[config.mk]
export PLATFORM = sky130hd
export DESIGN_NAME = sap2_tstate_sequencer
export DESIGN_NICKNAME = d
export VERILOG_FILES = /design/src/rtl/sap2_tstate_sequencer.sv
export SDC_FILE = /design/constraint.sdc
export NUM_CORES = 1
export LEC_CHECK = 0
export ABC_AREA = 1
export BUFFER_PORTS_ARGS = -buffer_cell sky130_fd_sc_hd__buf_2
export CORE_ASPECT_RATIO = 1.2
export CORE_MARGIN = 5
export CORE_UTILIZATION = 46
export CTS_CLUSTER_DIAMETER = 100
export DETAILED_ROUTE_END_ITERATION = 8
export MAX_ROUTING_LAYER = met4
export PLACE_DENSITY = 0.84
export SLEW_MARGIN = 20
export SYNTH_ARGS = -nofsm -noshare
export SYNTH_HDL_FRONTEND = slang
export SYNTH_SLANG_ARGS = --single-unit
[constraint.sdc]
create_clock -name iClk -period 2.6 [get_ports iClk]
set_input_delay 0.26 -clock iClk [delete_from_list [all_inputs] [get_ports iClk]]
set_output_delay 0.26 -clock iClk [all_outputs]
set_load 0.03 [all_outputs]
[src/rtl/sap2_tstate_sequencer.sv]
// SAP-2 variable-length T-state sequencer: one-hot T1..Tn with per-opcode length,
// HLT freeze, memory stall and unknown-opcode flagging. State changes on the falling edge.
module sap2_tstate_sequencer #(
  parameter int unsigned pNumStates   = 18,
  parameter int unsigned pFetchStates = 3,
  parameter int unsigned pDefaultLen  = 4
) (
  input  logic                  iClk,
  input  logic                  iReset,
  input  logic [7:0]            iOpcode,
  input  logic                  iFlagZ,
  input  logic                  iFlagS,
  input  logic                  iStall,
  output logic [pNumStates-1:0] oTState,
  output logic [pNumStates-1:0] oTStateBar,
  output logic [4:0]            oLength,
  output logic                  oLastState,
  output logic                  oHalted,
  output logic                  oIllegal
);

  localparam int unsigned LenW = 5;
  localparam int unsigned IdxW = $clog2(pNumStates + 1);
  localparam logic [pNumStates-1:0] TFirst = {{(pNumStates-1){1'b0}}, 1'b1};
  localparam logic [7:0] OpHlt = 8'h76;

  typedef enum logic [1:0] {
    ST_IDLE,
    ST_RUN,
    ST_HALT
  } mode_t;

  mode_t                  mode_q, mode_d;
  logic [pNumStates-1:0]  tstate_q, tstate_d;
  logic [LenW-1:0]        len_q, len_d;
  logic                   hlt_q, hlt_d;
  logic                   illegal_q, illegal_d;
  logic [IdxW-1:0]        idx;
  logic [LenW-1:0]        dec_len;
  logic                   dec_legal;
  logic                   at_final;

  // Opcode + flags -> {legal, length}; unknown opcodes fall back to the default length.
  function automatic logic [LenW:0] decode(input logic [7:0] op, input logic z, input logic s);
    logic [LenW-1:0] len;
    logic            legal;
    legal = 1'b1;
    len   = LenW'(pDefaultLen);
    case (op)
      8'h00, 8'h2F, 8'h3C, 8'h3D, 8'h17, 8'h1F,
      8'h78, 8'h80, 8'h81, 8'h90, 8'hA0, 8'hB0: len = LenW'(4);
      8'h76:                                    len = LenW'(5);
      8'h3E, 8'hE6, 8'hF6, 8'hEE:               len = LenW'(7);
      8'hC3, 8'hC9, 8'hDB, 8'hD3:               len = LenW'(10);
      8'h3A, 8'h32:                             len = LenW'(13);
      8'hCD:                                    len = LenW'(18);
      8'hCA:                                    len = z  ? LenW'(10) : LenW'(7);
      8'hC2:                                    len = !z ? LenW'(10) : LenW'(7);
      8'hFA:                                    len = s  ? LenW'(10) : LenW'(7);
      default:                                  legal = 1'b0;
    endcase
    if (int'(len) > int'(pNumStates)) len = LenW'(pNumStates);
    return {legal, len};
  endfunction

  assign {dec_legal, dec_len} = decode(iOpcode, iFlagZ, iFlagS);

  // One-hot to 1-based index (0 = idle).
  always_comb begin
    idx = '0;
    for (int unsigned k = 0; k < pNumStates; k++) begin
      if (tstate_q[k]) idx = IdxW'(k + 1);
    end
  end

  assign at_final = ((idx == IdxW'(len_q)) && (idx > IdxW'(pFetchStates)))
                  || tstate_q[pNumStates-1];

  // Next-state logic; oIllegal is a pulse so it defaults low on every edge.
  always_comb begin
    mode_d    = mode_q;
    tstate_d  = tstate_q;
    len_d     = len_q;
    hlt_d     = hlt_q;
    illegal_d = 1'b0;
    case (mode_q)
      ST_IDLE: begin
        tstate_d = TFirst;
        mode_d   = ST_RUN;
      end
      ST_RUN: begin
        if (!iStall) begin
          if (at_final) begin
            if (hlt_q) mode_d = ST_HALT;
            else       tstate_d = TFirst;
          end else begin
            tstate_d = tstate_q << 1;
            if (idx == IdxW'(pFetchStates)) begin
              len_d     = dec_len;
              illegal_d = !dec_legal;
              hlt_d     = (iOpcode == OpHlt);
            end
          end
        end
      end
      default: ;
    endcase
  end

  always_ff @(negedge iClk or posedge iReset) begin
    if (iReset) begin
      mode_q    <= ST_IDLE;
      tstate_q  <= '0;
      len_q     <= '0;
      hlt_q     <= 1'b0;
      illegal_q <= 1'b0;
    end else begin
      mode_q    <= mode_d;
      tstate_q  <= tstate_d;
      len_q     <= len_d;
      hlt_q     <= hlt_d;
      illegal_q <= illegal_d;
    end
  end

  assign oTState    = tstate_q;
  assign oTStateBar = ~tstate_q;
  assign oLength    = len_q;
  assign oHalted    = (mode_q == ST_HALT);
  assign oIllegal   = illegal_q;
  assign oLastState = (idx == IdxW'(len_q)) && (idx > IdxW'(pFetchStates)) && (mode_q != ST_HALT);

endmodule

==> run metrics <==
Core Region between 3000 and 4000 um2; Slew @ Worst Pin around 0.73 ns; Initial Utilization 47.6%; clk_skew 0.00896 ns; vias per cell around 6.6; Min-Delay Path Class reg -> reg; drt pass-1 iters 7; Synth Area in XOR/XNOR 0.467%; Fin. Hold Viols 0; TritonCTS clock tree done; critical path peak fanout 2; largest net degree at the start of global routing 28; Post-synth EDFFs 0; Synth Cell Area roughly 1900 um2; total grt overflow 0; Fillers ~120; vias in the first global route around 2.8k; post-synthesis sequential area ratio 36.0%; clock sink count 27; Post-Synth Adder-Cell Area 0%; worst reg2reg path depth 17; Clk Latency, worst-skew pair 0.30 ns; Max-Cap Viols 0; Global Route met2 Usage between 50% and 60%; final setup fails 63; largest cells by area after synthesis dfrtn_1 (36%), nand2_1 (19%), inv_1 (10%); Max clock buf depth 2; Routed WL 12200 um; Compound-Gate Fraction of Synth Area ~8.3%; Post-Place Cells about 470; largest family of logic cells by synthesized area simple AND/OR/NAND/NOR gates; RSZ-0062 raised after global routing yes; # DRC 0; met3 Resource Use GR approximately 4.8%; Critical Path RT roughly 2.3 ns; max-slew violation count 0; hold buffers post-CTS 0; Layout area overhead 96.7%; worst hold stages 3; Yosys Warn Count 0; most frequent cells in the layout buf_4 (76), nand2_1 (73), buf_6 (70), inv_1 (30), dfrtn_1 (27); post-synth top area share 36.0%; Synth cell types 33; Vias between 3k and 4k; Hold Path Sink oTState[7]$_DFFE_NP0P_; die area 5460 um2; number of buffers created by CTS 3; Synth area leader dfrtn_1; site row count 25; multiplexer share of the synthesized area 0%; Max VDD drop 206 uV; first-pass GRT wire length between 10000 and 15000 um; top-level I/O count 57; fin util between 90 and 100%; reg-to-reg critical path startpoint oTState[3]$_DFFE_NP0P_; CP Data Arrival Time slightly above 4 ns; H-tree levels 1; pwr dens approximately 220 nW/um2; Starting DRT DRC Count roughly 600; Max transition margin 51.1%; gr usage total between 30% and 40%; WL/cell ~25 um; Final nets around 460; HPWL after DPL roughly 4700 um; critical path type reg -> out; layout cells sized above 1 55.3%; clk slew on worst S/H paths roughly 0.07 ns; Critical Path End Type output port; worst hold start oTState[7]$_DFFE_NP0P_; Avg Inst Size Synth approximately 6.7 um2; R2R Path End oLength[1]$_DFFE_NP0P_; async set or reset register ratio after synthesis between 90% and 100%; RePlAce Congestion 0.963; gr busiest metal met2; Ant. Diodes 0; post-layout power roughly 0.8 mW; status finished, violations left; Post-Syn Nets a little under 300; fin cells between 400 and 500; ANT nets after route 0; Leak 1.97 nW; initial antenna violation count 0; Synth Flop Type dfrtn_1; M1 GR Usage between 20% and 30%; violated checks negative setup slack; Synth Area in Simple Gates 42.7%; Cells after Synth 280; IO buf count between 50 and 60; count of state elements after synthesis 27; pre-CTS setup slack -0.737 ns; Die Y between 70 and 80 um; commonest non-fill, non-tap cell in the layout buf_4; final worst slack -1.78 ns; die width 68.3 um; crit start category register; Root Buffer clkbuf_8; r2r setup slk -0.67 ns
[cells by family (layout without fill, tap and decap cells)]
| group | count (synthesis) | in the layout |
|---|---|---|
| AO/OA/AOI/OAI | 22 | 22 |
| flip-flops | 27 | 27 |
| AND/OR/NAND/NOR | 174 | 176 |
| buffers and inverters | 56 | 217 |
| XOR/XNOR | 1 | 1 |
[worst max-delay path, stage by stage, from the launching register on]
cell      delay, ns
dfrtn_1        0.39
nor2_1         0.26
nand3_1        0.22
nor2_1         0.28
nor2_1         0.14
nand2_1        0.13
o221ai_1       0.16
nor2_1         0.17
o21ai_0        0.17
a21oi_2        0.22
nand3_4        0.12
nor2_4         0.09
buf_6          0.13
[flip-flops by register name, summed over array words and instances, names as in the netlist]
signal,count
oLength,5
oIllegal,1
oTState,18
hlt_q,1
mode_q,2
[per-stage QoR]
stage | TNS, ns | instance area (um2) | hold WS (ns)
3_5_place_dp | -2.50 | 2840 | 0.465
3_3_place_gp | -2.25 | 2840 | 0.463
6_report | -20.93 | 3690 | 0.579
5_1_grt | -26.43 | 3690 | 0.618
2_1_floorplan | -1.11 | 1920 | 0.434
4_1_cts | -2.81 | 3240 | 0.523
[metal layers]
layer / share of wire (%) / up-vias
met4: 9.5 / 0
met5: 0 / -
li1: - / 1217
met1: 32 / 1504
met2: 45 / 404
met3: 13 / 162
[worst max path at each step]
stage / startpoint / endpoint / slack, ns / depth (start not counted)
after floorplan: oTState[1]$_DFFE_NP0P_ / oLastState / -1.02 / 20
after global placement: oTState[2]$_DFFE_NP0P_ / oLastState / -0.71 / 21
after detailed placement: oTState[3]$_DFFE_NP0P_ / oLastState / -0.74 / 14
after CTS: oTState[2]$_DFFE_NP0P_ / oLastState / -1.01 / 21
after global routing: oTState[12]$_DFFE_NP0P_ / oLastState / -1.96 / 12
final: oTState[11]$_DFFE_NP0P_ / oLastState / -1.78 / 12
[cells in the mapped netlist (2+ instances only)]
cell type / number
a21oi_1: 2
buf_6: 3
dfrtn_1: 27
inv_1: 51
nand2_1: 93
nand2_2: 4
nand3_1: 18
nand3_2: 5
nand3_4: 2
nand4_1: 5
nor2_1: 33
nor3_1: 4
nor4_1: 6
o21ai_0: 2
o21ai_1: 2
o21bai_1: 6
[where the power goes]
part	internal [mW]	switching (mW)	total [mW]
logic	0.0476	0.0639	0.111
registers	0.422	0	0.422
clock network	0.109	0.166	0.274
[what timing repair did]
item                       CTS  global route
setup endpoints to repair   27            66
pin swaps                    2            12
gates resized for setup     82           133
hold endpoints to repair     0             0
cloned                       0             3
setup buffers               16            30
[area by class of cell]
class                      count  area, um2  share of cell area, %
timing repair buffer         160       1470                   39.9
multi-input combinational    199       1210                   32.7
sequential                    27        676                   18.3
inverter                      53        221                   6.00
tap                           54       67.6                   1.83
clock buffer                   3       41.3                   1.12
clock inverter                 1       5.00                  0.136
(Power assumes the default switching activity.)
